$ cat config.mk
export PLATFORM = sky130hd
export DESIGN_NAME = store_monitor
export DESIGN_NICKNAME = d
export VERILOG_FILES = /design/src/rtl/store_monitor.sv
export SDC_FILE = /design/constraint.sdc
export NUM_CORES = 1
export LEC_CHECK = 0
export CAP_MARGIN = 5
export CORE_MARGIN = 2
export CORE_UTILIZATION = 55
export CTS_BUF_LIST = sky130_fd_sc_hd__clkbuf_4
export CTS_CLUSTER_DIAMETER = 150
export DETAILED_ROUTE_END_ITERATION = 16
export DONT_BUFFER_PORTS = 1
export GPL_TIMING_DRIVEN = 0
export PLACE_DENSITY = 0.69
export SETUP_SLACK_MARGIN = 0.5
export SKIP_LAST_GASP = 1
export SYNTH_ARGS = -nofsm -noshare
export SYNTH_HDL_FRONTEND = slang
export SYNTH_SLANG_ARGS = --single-unit
$ cat constraint.sdc
create_clock -name clk -period 10 [get_ports clk]
set_clock_uncertainty 0.2 [all_clocks]
set_input_delay 1.5 -clock clk [delete_from_list [all_inputs] [get_ports clk]]
set_output_delay 1.5 -clock clk [all_outputs]
set_load 0.01 [all_outputs]
$ cat src/rtl/store_monitor.sv
// Store monitor: logs processor stores into a first-word fall-through trace FIFO
// and decides the run outcome (pass, fail or timeout) from the terminal store address.
module store_monitor #(
    parameter int                 WIDTH          = 32,
    parameter int                 DEPTH          = 8,
    parameter logic [WIDTH-1:0]   PASS_ADDR      = WIDTH'(32'd84),
    parameter logic [WIDTH-1:0]   PASS_DATA      = WIDTH'(32'd7),
    parameter int                 TIMEOUT_CYCLES = 100
) (
    input  logic             clk,
    input  logic             reset,
    input  logic             memwrite,
    input  logic [WIDTH-1:0] dataadr,
    input  logic [WIDTH-1:0] writedata,
    input  logic [WIDTH-1:0] pc,
    input  logic             rd_en,
    output logic             rd_valid,
    output logic [WIDTH-1:0] rd_addr,
    output logic [WIDTH-1:0] rd_data,
    output logic             overflow,
    output logic [15:0]      store_count,
    output logic             done,
    output logic             pass,
    output logic             fail,
    output logic             timeout,
    output logic [WIDTH-1:0] end_pc
);

    localparam int PW = $clog2(DEPTH);
    localparam int CW = $clog2(TIMEOUT_CYCLES + 1);
    localparam logic [PW-1:0] PTR_ONE  = PW'(1);
    localparam logic [PW:0]   CNT_ONE  = (PW + 1)'(1);
    localparam logic [PW:0]   CNT_FULL = (PW + 1)'(DEPTH);
    localparam logic [CW-1:0] CYC_ONE  = CW'(1);
    localparam logic [CW-1:0] CYC_LAST = CW'(TIMEOUT_CYCLES - 1);

    typedef enum logic [1:0] {
        ST_RUN     = 2'd0,
        ST_PASS    = 2'd1,
        ST_FAIL    = 2'd2,
        ST_TIMEOUT = 2'd3
    } state_t;

    state_t           r_state;
    logic [CW-1:0]    r_cycle;
    logic [15:0]      r_store_count;
    logic             r_done;
    logic             r_pass;
    logic             r_fail;
    logic             r_timeout;
    logic [WIDTH-1:0] r_end_pc;

    logic [WIDTH-1:0] r_mem_addr [DEPTH];
    logic [WIDTH-1:0] r_mem_data [DEPTH];
    logic [PW-1:0]    r_wr_ptr;
    logic [PW-1:0]    r_rd_ptr;
    logic [PW:0]      r_count;
    logic             r_overflow;

    logic w_run;
    logic w_store;
    logic w_empty;
    logic w_full;
    logic w_pop;
    logic w_push;
    logic w_drop;
    logic w_term;
    logic w_tmo;

    assign w_run   = (r_state == ST_RUN);
    assign w_store = w_run && memwrite;
    assign w_empty = (r_count == {(PW + 1){1'b0}});
    assign w_full  = (r_count == CNT_FULL);
    assign w_pop   = rd_en && !w_empty;
    // A pop in the same cycle frees the slot, so a full FIFO still accepts the store.
    assign w_push  = w_store && (!w_full || w_pop);
    assign w_drop  = w_store && w_full && !w_pop;
    assign w_term  = w_store && (dataadr == PASS_ADDR);
    assign w_tmo   = w_run && (r_cycle == CYC_LAST) && !w_term;

    // Run-outcome state machine with registered outcome flags and store counter.
    always_ff @(posedge clk) begin
        if (reset) begin
            r_state       <= ST_RUN;
            r_cycle       <= {CW{1'b0}};
            r_store_count <= 16'd0;
            r_done        <= 1'b0;
            r_pass        <= 1'b0;
            r_fail        <= 1'b0;
            r_timeout     <= 1'b0;
            r_end_pc      <= {WIDTH{1'b0}};
        end else begin
            case (r_state)
                ST_RUN: begin
                    r_cycle <= r_cycle + CYC_ONE;
                    if (memwrite && (r_store_count != 16'hFFFF)) begin
                        r_store_count <= r_store_count + 16'd1;
                    end
                    if (w_term) begin
                        r_end_pc <= pc;
                        r_done   <= 1'b1;
                        if (writedata == PASS_DATA) begin
                            r_state <= ST_PASS;
                            r_pass  <= 1'b1;
                        end else begin
                            r_state <= ST_FAIL;
                            r_fail  <= 1'b1;
                        end
                    end else if (w_tmo) begin
                        r_end_pc  <= pc;
                        r_done    <= 1'b1;
                        r_state   <= ST_TIMEOUT;
                        r_timeout <= 1'b1;
                    end
                end
                ST_PASS, ST_FAIL, ST_TIMEOUT: begin
                    r_state <= r_state;
                end
                default: begin
                    r_state <= ST_RUN;
                end
            endcase
        end
    end

    // Trace FIFO storage; contents need no reset because occupancy gates visibility.
    always_ff @(posedge clk) begin
        if (w_push) begin
            r_mem_addr[r_wr_ptr] <= dataadr;
            r_mem_data[r_wr_ptr] <= writedata;
        end
    end

    // Trace FIFO pointers, occupancy and sticky overflow flag.
    always_ff @(posedge clk) begin
        if (reset) begin
            r_wr_ptr   <= {PW{1'b0}};
            r_rd_ptr   <= {PW{1'b0}};
            r_count    <= {(PW + 1){1'b0}};
            r_overflow <= 1'b0;
        end else begin
            if (w_push) begin
                r_wr_ptr <= r_wr_ptr + PTR_ONE;
            end
            if (w_pop) begin
                r_rd_ptr <= r_rd_ptr + PTR_ONE;
            end
            case ({w_push, w_pop})
                2'b10:   r_count <= r_count + CNT_ONE;
                2'b01:   r_count <= r_count - CNT_ONE;
                default: r_count <= r_count;
            endcase
            if (w_drop) begin
                r_overflow <= 1'b1;
            end
        end
    end

    assign rd_valid    = !w_empty;
    assign rd_addr     = r_mem_addr[r_rd_ptr];
    assign rd_data     = r_mem_data[r_rd_ptr];
    assign overflow    = r_overflow;
    assign store_count = r_store_count;
    assign done        = r_done;
    assign pass        = r_pass;
    assign fail        = r_fail;
    assign timeout     = r_timeout;
    assign end_pc      = r_end_pc;

endmodule

==> qor.csv <==
stage;metric;value;unit
final_layout;area grow syn2layout;13.4;%
timing;min Tclk post-route;4.98;ns
drt;post-route DRC violation count;0;
global_route;largest net degree at the start of global routing;25;
yosys;Synth Flop Type;edfxtp_1;
clock_tree;CTS root buf;clkbuf_4;
setup_path;CP peak stage delay;0.72;ns
drt;via/cell ratio;6.16;
drt;Total Wirelength;52900;um
timing;Final Max Slew Viols;0;
clock_tree;CTS hold repair buffers;0;
floorplanning;Horiz. Die Dim;211;um
yosys;mapped cell area;23600;um^2
placed_design;gpl congestion;0.875;
drt;First DRT Iteration DRCs;953;
timing;RSZ-0062 raised after global routing;no;
placed_design;Placed Instances;1889;
timing;Hold Worst Slack;0.299;ns
clock_tree;H-tree depth;4;
floorplanning;Starting Density;0.560;
floorplanning;Die Span Y;211;um
clock_tree;TritonCTS clock tree;yes;
setup_path;crit-path cells;clkbuf_1 -> clkbuf_1 -> mux4_2 -> mux2_2;
final_layout;final instance area;26800;um^2
placed_design;pre-CTS setup slack;5.13;ns
power;Leak;8.58;nW
global_route;vias in the first global route;13753;
timing;Tcrit/Tclk final;0.498;
global_route;GRT Resource Usage Total;0.241;
clock_tree;Max clock buf depth;3;
floorplanning;Boundary Pins;218;
yosys;post-synthesis register bit count;587;
setup_path;Worst path top cell family by delay;buffers and inverters;
global_route;GRT Residual Overflow;0;
drt;via count;13213;
yosys;post-synthesis async set-or-reset flop share;0;
setup_path;critical-path maximum fanout;10;
floorplanning;die area;44700;um^2
yosys;Seq/Total Area, Yosys;0.714;
yosys;synthesized area per cell;18.2;um^2
global_route;initial antenna violation count;1;
outcome;outcome;finished clean;
timing;Max Clock Freq;201;MHz
timing;Hold Violations, Final;0;
timing;Final setup violation count;0;
yosys;number of synthesized flops with an enable pin;512;
timing;setup ws final;5.02;ns
setup_path;critical path arrival;3.28;ns
drt;first drt pass iteration count;5;
global_route;first-pass GRT wire length;79900;um
yosys;post-synth cell types;51;
timing;Slew headroom;0.353;
clock_tree;CTS buffer count;150;
clock_tree;worst skew pair latency;0.83;ns
clock_tree;Sink Count;587;
setup_path;Worst Setup Path Type;reg -> out;
clock_tree;PostCTS Resize Cnt;0;
worst_hold_path;worst min-delay path class;reg -> reg;
run;maxcap violations;0;
final_layout;share of cells above drive strength 1;0.324;
timing;worst slew pin tran;0.966;ns
final_layout;Total Nets Final;1607;
setup_path;cell at the slowest stage of the critical path;clkbuf_1;
placed_design;DP Wirelength;34700;um
setup_path;crit end category;output pin;
yosys;post-synthesis net count;1407;
placed_design;Port Buffers;0;
final_layout;fillcell total;3010;
floorplanning;FP Rows;75;
setup_path;Buf/Inv on CP;2;
power;maximum VDD drop;0.000112;V
setup_path;WP data required;8.30;ns
drt;Final ANT Viol Nets;0;
clock_tree;Clock Pin Slew Worst Setup and Hold Paths;0.06;ns
power;power per cell area;204;nW/um^2
drt;routed len/inst;24.7;um
yosys;yosys warns;0;
clock_tree;# Post-CTS Setup Buffers;0;
setup_path;CP dominant cell by count;clkbuf_1;
placed_design;Area after DPL;24900;um^2
yosys;Mapped Cells;1302;
floorplanning;core area;42200;um^2
final_layout;non-filler cells, final;2144;
setup_path;crit path launch type;flop;
## placed cells by master, fill, tap and decap left out, types with 4 or more instances in the layout
cell type / netlist / final
nor4b_1: 4 / 4
ha_1: 5 / 5
clkbuf_4: 0 / 232
edfxtp_1: 512 / 512
xnor2_1: 4 / 4
buf_6: 3 / 31
nor3_2: 0 / 4
o211ai_1: 32 / 32
mux4_2: 128 / 128
or3_1: 8 / 8
mux2i_1: 5 / 5
nor2b_1: 37 / 37
nand2_1: 18 / 18
a21oi_1: 14 / 14
mux2_2: 66 / 66
nor3_1: 14 / 10
nor4_1: 50 / 49
clkbuf_1: 68 / 68
a31oi_1: 34 / 34
or4_1: 36 / 36
inv_2: 0 / 5
o21ai_0: 13 / 13
nor2_1: 24 / 21
buf_4: 0 / 11
nand3_1: 40 / 40
buf_12: 0 / 6
xor2_1: 6 / 6
buf_2: 18 / 18
dfxtp_1: 75 / 75
nand2b_1: 37 / 37
nand4_1: 8 / 8
inv_1: 6 / 6
clkinv_1: 0 / 12
## where the power goes
group	switching, W	internal (W)	total, W
Clock	0.000906	0.00110	0.00200
Sequential	0.0000497	0.00275	0.00280
Combinational	0.000337	0.000323	0.000661
## sequential cells by signal, summed over array words and instances (netlist names), named ones only
name / count
store_count: 16
fail: 1
r_wr_ptr: 3
end_pc: 32
r_cycle: 7
r_count: 4
r_mem_data: 256
r_state: 2
done: 1
pass: 1
r_mem_addr: 256
r_rd_ptr: 3
overflow: 1
timeout: 1
## cell usage after synthesis, types with 4 or more instances
library cell  count  share of area
a21oi_1          14         0.0030
xor2_1            6         0.0022
xnor2_1           4         0.0015
nand2_1          18         0.0029
o211ai_1         32          0.010
nor3_1           14         0.0030
mux2i_1           5         0.0021
inv_1             6        0.00095
a31oi_1          34         0.0090
ha_1              5         0.0026
nor2_1           24         0.0038
o21ai_0          13         0.0028
mux2_2           66          0.031
or3_1             8         0.0021
nor2b_1          37         0.0098
nor4b_1           4         0.0015
edfxtp_1        512           0.65
or4_1            36          0.011
clkbuf_1         68          0.011
nor4_1           50          0.013
nand4_1           8         0.0021
buf_2            18         0.0038
nand3_1          40         0.0085
mux4_2          128           0.12
dfxtp_1          75          0.064
nand2b_1         37         0.0098
## path summary, 6_finish.rpt
path	startpoint	endpoint	slack, ns	cells after the start
hold reg to reg	r_cycle[1]	r_cycle[1]	0.30	2
setup reg to reg	r_state[1]	r_mem_data[4][27]	6.30	8
hold / removal	r_cycle[1]	r_cycle[1]	0.30	2
setup / recovery	flop	rd_data[6]	5.02	4
## per-layer routing
metal  up-vias  GRT usage  share of wire
met5         -          0              0
met4         0     0.0874          0.019
met3        74     0.0758          0.088
met2       519      0.391           0.49
met1      6771      0.310           0.40
li1       5849          -              -
## area by class of cell
class | count | area, um^2 | area share
multi-input combinational | 619 | 6410 | 0.239
antenna | 1 | 2.50 | 0.0000933
timing repair buffer | 48 | 563 | 0.0210
tap | 539 | 674 | 0.0252
clock buffer | 232 | 1740 | 0.0650
buffer | 90 | 383 | 0.0143
sequential | 587 | 16900 | 0.629
inverter | 6 | 22.5 | 0.000840
clock inverter | 22 | 141 | 0.00527
## tightest hold or removal path: stages (launching register included)
cell and delay [ns]:
dfxtp_1 0.32, o21ai_0 0.07, a21oi_1 0.06
## stage by stage
| step | setup TNS, ns | utilization | total power [W] |
|---|---|---|---|
| final | 0 | 0.635 | 0.00546 |
| after global routing | 0 | 0.635 | 0.00570 |
| after floorplan | 0 | - | 0.00335 |
| after global placement | -893.98 | 0.576 | 0.00351 |
| after detailed placement | 0 | 0.590 | 0.00352 |
| after CTS | 0 | 0.635 | 0.00554 |
## cell families (layout without fill, tap and decap cells)
| kind of cell | after synthesis | after routing | synth area share |
|---|---|---|---|
| other | 0 | 1 | 0 |
| adder cells (fa/ha/maj) | 5 | 5 | 0.00265 |
| buffers and inverters | 96 | 398 | 0.0171 |
| flip-flops | 587 | 587 | 0.714 |
| multiplexers | 202 | 202 | 0.157 |
| XOR/XNOR | 10 | 10 | 0.00370 |
| AND/OR/NAND/NOR | 291 | 291 | 0.0737 |
| AO/OA/AOI/OAI | 111 | 111 | 0.0320 |
No activity file was read; power rests on OpenSTA's default activity.
